## src/rtl/add_sub_pipe.sv

```systemverilog
// Pipelined adder/subtractor. The WIDTH-bit carry chain is cut into STAGES
// equal slices, and each pipeline stage adds one slice. The carry, the
// operands and the valid bit travel with the data. One global advance
// signal gives full backpressure.

// One slice of the carry chain: an S-bit add with carry in and carry out.
module add_sub_slice #(
    parameter int S = 8
) (
    input  logic [S-1:0] a,
    input  logic [S-1:0] b,
    input  logic         ci,
    output logic [S-1:0] s,
    output logic         co
);
    assign {co, s} = {1'b0, a} + {1'b0, b} + {{S{1'b0}}, ci};
endmodule

module add_sub_pipe #(
    parameter int WIDTH  = 32,
    parameter int STAGES = 4
) (
    input  logic             clk,
    input  logic             rst,
    input  logic             in_valid,
    output logic             in_ready,
    input  logic [WIDTH-1:0] a,
    input  logic [WIDTH-1:0] b,
    input  logic             sub,
    output logic             out_valid,
    input  logic             out_ready,
    output logic [WIDTH-1:0] sum,
    output logic             cout,
    output logic             ovf,
    output logic             zero
);
    localparam int S = WIDTH / STAGES;

    // a and b_eff ride along for the slices still to be added.
    // s holds the low slices that are already finished.
    // c is the carry into the next slice.
    typedef struct packed {
        logic [WIDTH-1:0] a;
        logic [WIDTH-1:0] b;
        logic [WIDTH-1:0] s;
        logic             c;
    } stage_t;

    logic [STAGES:0] vld_pipe;
    logic            adv;
    stage_t          entry;
    stage_t          st_d [STAGES];
    stage_t          st_q [STAGES];
    logic            ovf_d, zero_d, ovf_q, zero_q;

    // All stages move together. If the output is occupied and not taken,
    // every stage holds. Bubbles are not squeezed out.
    assign adv         = !vld_pipe[STAGES] | out_ready;
    assign in_ready    = adv & !rst;
    assign vld_pipe[0] = in_valid;

    // Subtraction is a + ~b + 1. The +1 enters as the carry into slice 0.
    always_comb begin
        entry.a = a;
        entry.b = sub ? ~b : b;
        entry.s = '0;
        entry.c = sub;
    end

    for (genvar k = 0; k < STAGES; k++) begin : g_stage
        stage_t           src;
        logic [S-1:0]     slice_s;
        logic             slice_c;
        logic [WIDTH-1:0] merged;

        if (k == 0) begin : g_first
            assign src = entry;
        end else begin : g_rest
            assign src = st_q[k-1];
        end

        add_sub_slice #(.S(S)) u_slice (
            .a  (src.a[k*S +: S]),
            .b  (src.b[k*S +: S]),
            .ci (src.c),
            .s  (slice_s),
            .co (slice_c)
        );

        // Insert this stage's slice. The lower slices pass through unchanged.
        always_comb begin
            merged            = src.s;
            merged[k*S +: S]  = slice_s;
        end

        assign st_d[k] = '{a: src.a, b: src.b, s: merged, c: slice_c};

        // Stage register. It loads only on a global advance.
        always_ff @(posedge clk) begin
            if (rst)      st_q[k] <= '0;
            else if (adv) st_q[k] <= st_d[k];
        end
    end

    // Valid shift register. Its bits move in lock-step with the stage data.
    always_ff @(posedge clk) begin
        if (rst)      vld_pipe[STAGES:1] <= '0;
        else if (adv) vld_pipe[STAGES:1] <= vld_pipe[STAGES-1:0];
    end

    // Flags come from the completed sum and are registered together with it.
    assign ovf_d  = (st_d[STAGES-1].a[WIDTH-1] == st_d[STAGES-1].b[WIDTH-1]) &
                    (st_d[STAGES-1].s[WIDTH-1] != st_d[STAGES-1].a[WIDTH-1]);
    assign zero_d = (st_d[STAGES-1].s == '0);

    // Flag registers. They sit next to the final stage.
    always_ff @(posedge clk) begin
        if (rst) begin
            ovf_q  <= 1'b0;
            zero_q <= 1'b0;
        end else if (adv) begin
            ovf_q  <= ovf_d;
            zero_q <= zero_d;
        end
    end

    assign out_valid = vld_pipe[STAGES];
    assign sum       = st_q[STAGES-1].s;
    assign cout      = st_q[STAGES-1].c;
    assign ovf       = ovf_q;
    assign zero      = zero_q;
endmodule

```

## config.mk

```make
export PLATFORM = sky130hd
export DESIGN_NAME = add_sub_pipe
export DESIGN_NICKNAME = d
export VERILOG_FILES = /design/src/rtl/add_sub_pipe.sv
export SDC_FILE = /design/constraint.sdc
export NUM_CORES = 1
export LEC_CHECK = 0
export ABC_AREA = 0
export CORE_ASPECT_RATIO = 1.2
export CORE_UTILIZATION = 36
export CTS_BUF_LIST = sky130_fd_sc_hd__clkbuf_4
export DETAILED_ROUTE_END_ITERATION = 8
export GPL_TIMING_DRIVEN = 1
export PLACE_DENSITY = 0.56
export SLEW_MARGIN = 40
export SYNTH_ARGS = -nofsm -noshare
export SYNTH_HDL_FRONTEND = slang
export SYNTH_SLANG_ARGS = --single-unit
```

## constraint.sdc

```tcl
create_clock -name clk -period 5.5 [get_ports clk]
set_input_delay 1.1 -clock clk [delete_from_list [all_inputs] [get_ports clk]]
set_output_delay 1.1 -clock clk [all_outputs]
set_load 0.005 [all_outputs]
```

; Yosys cells after proc, flatten, opt, wreduce, memory -nomap -nowiden
; Memory sizes are Yosys's and may differ from the RTL's.
; Cells that the tools add are included.
[totals]
regBits = 6
ram_bits = 388
input_bits = 69
out_inout_bits = 37
word_cells = 35
mem_count = 1
[classes]
add_sub_neg = 8
n_eq_ne = 2
muxes = 10
bitwise = 8
n_reduce_logical = 3
[memory_table]
columns = memory, depth, word_bits, rd, rd_clocked_by_memory_dff, wr, line
row1 = st_q, 4, 97, 4, 0, 4, 53  ; stage_t st_q [STAGES];
[ops]
columns = cell, count
row1 = two-way mux 97 bit, 4
row2 = adder 8 x 8 -> 9 bit, 4
row3 = adder 9 x 1 -> 9 bit, 4
row4 = logical NOT 32 bit, 1
row5 = two-way mux 32 bit, 1
row6 = NOT 32 bit, 1
row7 = two-way mux 1 bit, 5
row8 = bitwise OR 1 bit, 5
row9 = bitwise AND 1 bit, 2
row10 = logical NOT 1 bit, 2
row11 = equality test 1 bit, 1
row12 = inequality test 1 bit, 1

; Logic depth before layout (Yosys ltp)
[depth]
ltp_word = 6
depth_mapped = 10
depth_no_buf = 10

; Modules after synthesis
; Synthesis repeated with hierarchy kept, for this count alone.
[unflattened]
hier_cells = 614
area_unflattened_um2 = 8552.0
[modules_own_cells]
columns = mod, instances, cells_each, area_each_um2, seq_area_each_um2
row1 = add_sub_pipe, 1, 451, 7229.4, 5525.3
row2 = add_sub_slice (g_stage[0].u_slice ...), 2, 42, 331.6, 0.0
row3 = add_sub_slice (g_stage[2].u_slice), 1, 41, 346.6, 0.0
row4 = add_sub_slice (g_stage[3].u_slice), 1, 38, 312.8, 0.0

; Worst setup path before layout
; OpenSTA, ideal clock, no wires.
[synth_timing]
path_kind = input to register
start = in out_ready
end = mem st_q[0][0] in the netlist's numbering, enable pin
setup_time_ns = 0.533
arrival_ns = 4.814
required_ns = 4.967
setup_slack_ns = 0.153
path_stages = 3
n_path_buf = 0
cell_sequence = nand2b_1 -> nor2_1 -> inv_1
[synth_lines]
columns = element, line
row1 = from (decl), 31  ; input logic out_ready,
row2 = to (decl), 53

; Final worst setup path
[layout_timing]
start = in out_ready
end = out in_ready
[layout_between]
elab_chain_cells = 2
[layout_rtl]
columns = element, line
row1 = bitwise OR 1 bit, 58  ; assign adv = !vld_pipe[STAGES] | out_ready;
row2 = bitwise AND 1 bit, 59  ; assign in_ready = adv & !rst;
row3 = to (decl), 26  ; output logic in_ready,
; No other way between the ends.

==> flow_summary.json <==
{
  "fin_skew_ns": 0.01671,
  "drtIter0Drc": 156,
  "ant_nets": 0,
  "wl_per_cell_um": 13.22,
  "synth_compound_area_frac": 0.04750,
  "cap_violations": 0,
  "period_share": 0.6417,
  "r2r_setup_slack_ns": 2.70,
  "die_area_um2": 23590,
  "synth_fa_ha_area_frac": 0.05930,
  "grt.overflow.total": 0,
  "dp.cells": 957,
  "synthArstFlopShare": 0,
  "grt_max_degree": 142,
  "synth_ff_type": "edfxtp_1",
  "setup_viol": 0,
  "grt_pass1_vias": 4497,
  "cts_buffer_depth": 2,
  "htreeDepth": 4,
  "synth_edf_count": 180,
  "syn_to_final_growth_pct": 20.39,
  "syn_avg_cell_area_um2": 13.95,
  "synthTopCellsByArea": "edfxtp_1 (65%), and2_1 (9.7%), ha_1 (4.2%), xnor2_1 (3.4%), nor2_1 (2.3%)",
  "synthMuxAreaShare": 0.004236,
  "synth_top_area_cell": "edfxtp_1",
  "synth_xor_area_frac": 0.04660,
  "hpwl_um": 9096,
  "maxSlewHeadroom": 0.4724,
  "p_leak_nw": 3.996,
  "clkTransAtPathRegs_ns": 0.14,
  "numCtsBuffers": 17,
  "worst_pin_slew_ns": 0.7915,
  "hold_class": "flop to flop",
  "place_congestion": 0.7727,
  "ys_seq_area_frac": 0.6681,
  "syn_nets": 697,
  "die_w_um": 140.4,
  "synth.distinct_cells": 49,
  "initial_core_util": 0.3685,
  "cp-start-kind": "primary input",
  "clockRootBuffer": "clkbuf_4",
  "worstPathCellList": "clkdlybuf4s50_1 > nand2b_1 > nand2b_2 > clkinv_2 > clkdlybuf4s50_1",
  "postCtsHoldBufs": 0,
  "antenna_found_initial": 1,
  "drc_errors": 0,
  "drt_first_pass_iters": 4,
  "syn_inst": 593,
  "final_nets": 801,
  "vias": 4504,
  "cp.required_ns": 4.40,
  "fin_setup_tns_ns": 0,
  "grt.total_usage": 0.1175,
  "drive_above_1_share": 0.05775,
  "clock_sinks": 186,
  "ff2ff_path_depth": 8,
  "crit_top_cell": "clkdlybuf4s50_1",
  "clk_latency_ns": 0.56,
  "cts_tree": "built",
  "yosys_warnings": 0,
  "ios": 106,
  "yosys.area_share.simple": 0.1566,
  "crit_fanout": 3,
  "ir_worst_vdd_mv": 0.09959,
  "path_class": "primary input to output pin",
  "syn_area_um2": 8270,
  "core_area_um2": 22450,
  "power.density_nw_per_um2": 284.4,
  "max_freq_ghz": 0.2833,
  "die_h_um": 168.0,
  "ys_ff_latch": 186,
  "slew_viol_final": 0,
  "final-hold-violation-count": 0,
  "fin_crit_ns": 3.530,
  "synth_top_family_by_area": "simple AND/OR/NAND/NOR gates",
  "arrival_ns": 2.43,
  "fin_cells": 990,
  "synth_top_area_share": 0.6536,
  "fp-row-count": 60,
  "cpMaxStageDelayCell": "clkdlybuf4s50_1",
  "status": "finished, final reports clean",
  "via_per_inst": 4.549,
  "postCtsSetupBuffers": 0,
  "grt_pass1_wl_um": 21710,
  "port_buffers": 105,
  "cts-resized-gates": 0,
  "cp-end-kind": "output pin",
  "grt_setup_unrepaired": "false",
  "cpPeakStageDelay_ns": 0.50,
  "wl_um": 13090,
  "min_path_cells": 2
}
critical path: cells and delay by family:
kind / cells / cell delay [ns]
buffers and inverters: 3 / 1.03
and+or+nand+nor: 2 / 0.29
cell usage in the layout, fill, tap and decap left out, types with 5 or more instances in the layout:
cell / n
clkdlybuf4s50_1: 104
bufinv_16: 5
xnor2_1: 32
and2_1: 128
nor2_1: 50
o21ai_1: 8
clkbuf_4: 18
xor2_1: 12
nor3_1: 8
edfxtp_1: 180
nand2_1: 8
nor4_1: 7
dfxtp_1: 6
o21a_1: 5
fa_1: 7
inv_1: 10
a21oi_1: 11
a21o_1: 8
ha_1: 28
nor2b_1: 6
o21ai_0: 5
per-stage QoR:
step                      area, µm²  setup WS (ns)  total power [mW]  hold WS [ns]    util
after floorplan                8270         0.1528             1.898        0.4256       -
after global placement         9610          1.957             2.024        0.4484  0.4281
after detailed placement       9617          1.903             2.032        0.4557  0.4284
after CTS                      9952          1.947             2.866        0.4821  0.4434
after global routing           9957          1.876             2.967        0.5145  0.4436
final                          9957          1.970             2.832        0.4749  0.4436
power breakdown:
part	total [mW]	internal (mW)	switching (mW)
Sequential	1.68	1.65	0.0302
Clock	0.838	0.407	0.431
Combinational	0.310	0.170	0.140
Total	2.83	2.23	0.601
path summary, 6_finish.rpt:
| kind | to | startpoint |
|---|---|---|
| max | in_ready | out_ready |
| min reg2reg | out_valid$_SDFFE_PP0P_ | vld_pipe[3]$_SDFFE_PP0P_ |
| max reg2reg | zero$_SDFFE_PP0P_ | st_q[2][57]$_SDFFCE_PN0P_ |
| min | out_valid$_SDFFE_PP0P_ | vld_pipe[3]$_SDFFE_PP0P_ |
synthesized netlist by cell type (all sizes together), types with 2 or more instances:
library cell / n
a211o: 2
a211oi: 3
a21o: 8
a21oi: 11
a22o: 2
a311oi: 2
a31oi: 3
and2: 128
and3: 3
buf: 6
clkbuf: 18
dfxtp: 6
edfxtp: 180
fa: 7
ha: 28
inv: 14
mux2i: 2
nand2: 8
nand2b: 5
nand3: 2
nand3b: 2
nand4: 2
nor2: 50
nor2b: 6
nor3: 8
nor4: 7
o21a: 5
o21ai: 13
o31ai: 3
or3: 4
xnor2: 32
xor2: 12
state kept, by name, indices dropped and copies added, names as in the netlist:
| signal | count |
|---|---|
| vld_pipe | 3 |
| zero | 1 |
| out_valid | 1 |
| ovf | 1 |
| st_q | 180 |
cell families after synthesis:
family                     Yosys count
buffers and inverters               38
DFF                                186
muxes                                3
adders and majority gates           35
AOI/OAI and AO/OA                   57
xor gates and xnor gates            44
and+or+nand+nor                    230
per-layer routing:
metal	wire [µm]	track usage	vias to the layer above
met5	0	0	-
met4	186	0.04730	0
met3	559	0.03072	15
met2	6178	0.1917	104
met1	6167	0.1487	2066
li1	-	-	2319
area by class of cell:
cell class / count / area [µm²]
repair buffers: 109 / 1082
diodes: 1 / 2.502
clock buffers: 18 / 135.1
clock inverters: 14 / 200.2
flip-flops and latches: 186 / 5525
fillers: 2006 / 12490
multi-input cells: 369 / 2601
inverters: 14 / 61.31
well taps: 279 / 349.1
No activity file was read; power rests on OpenSTA's default activity.
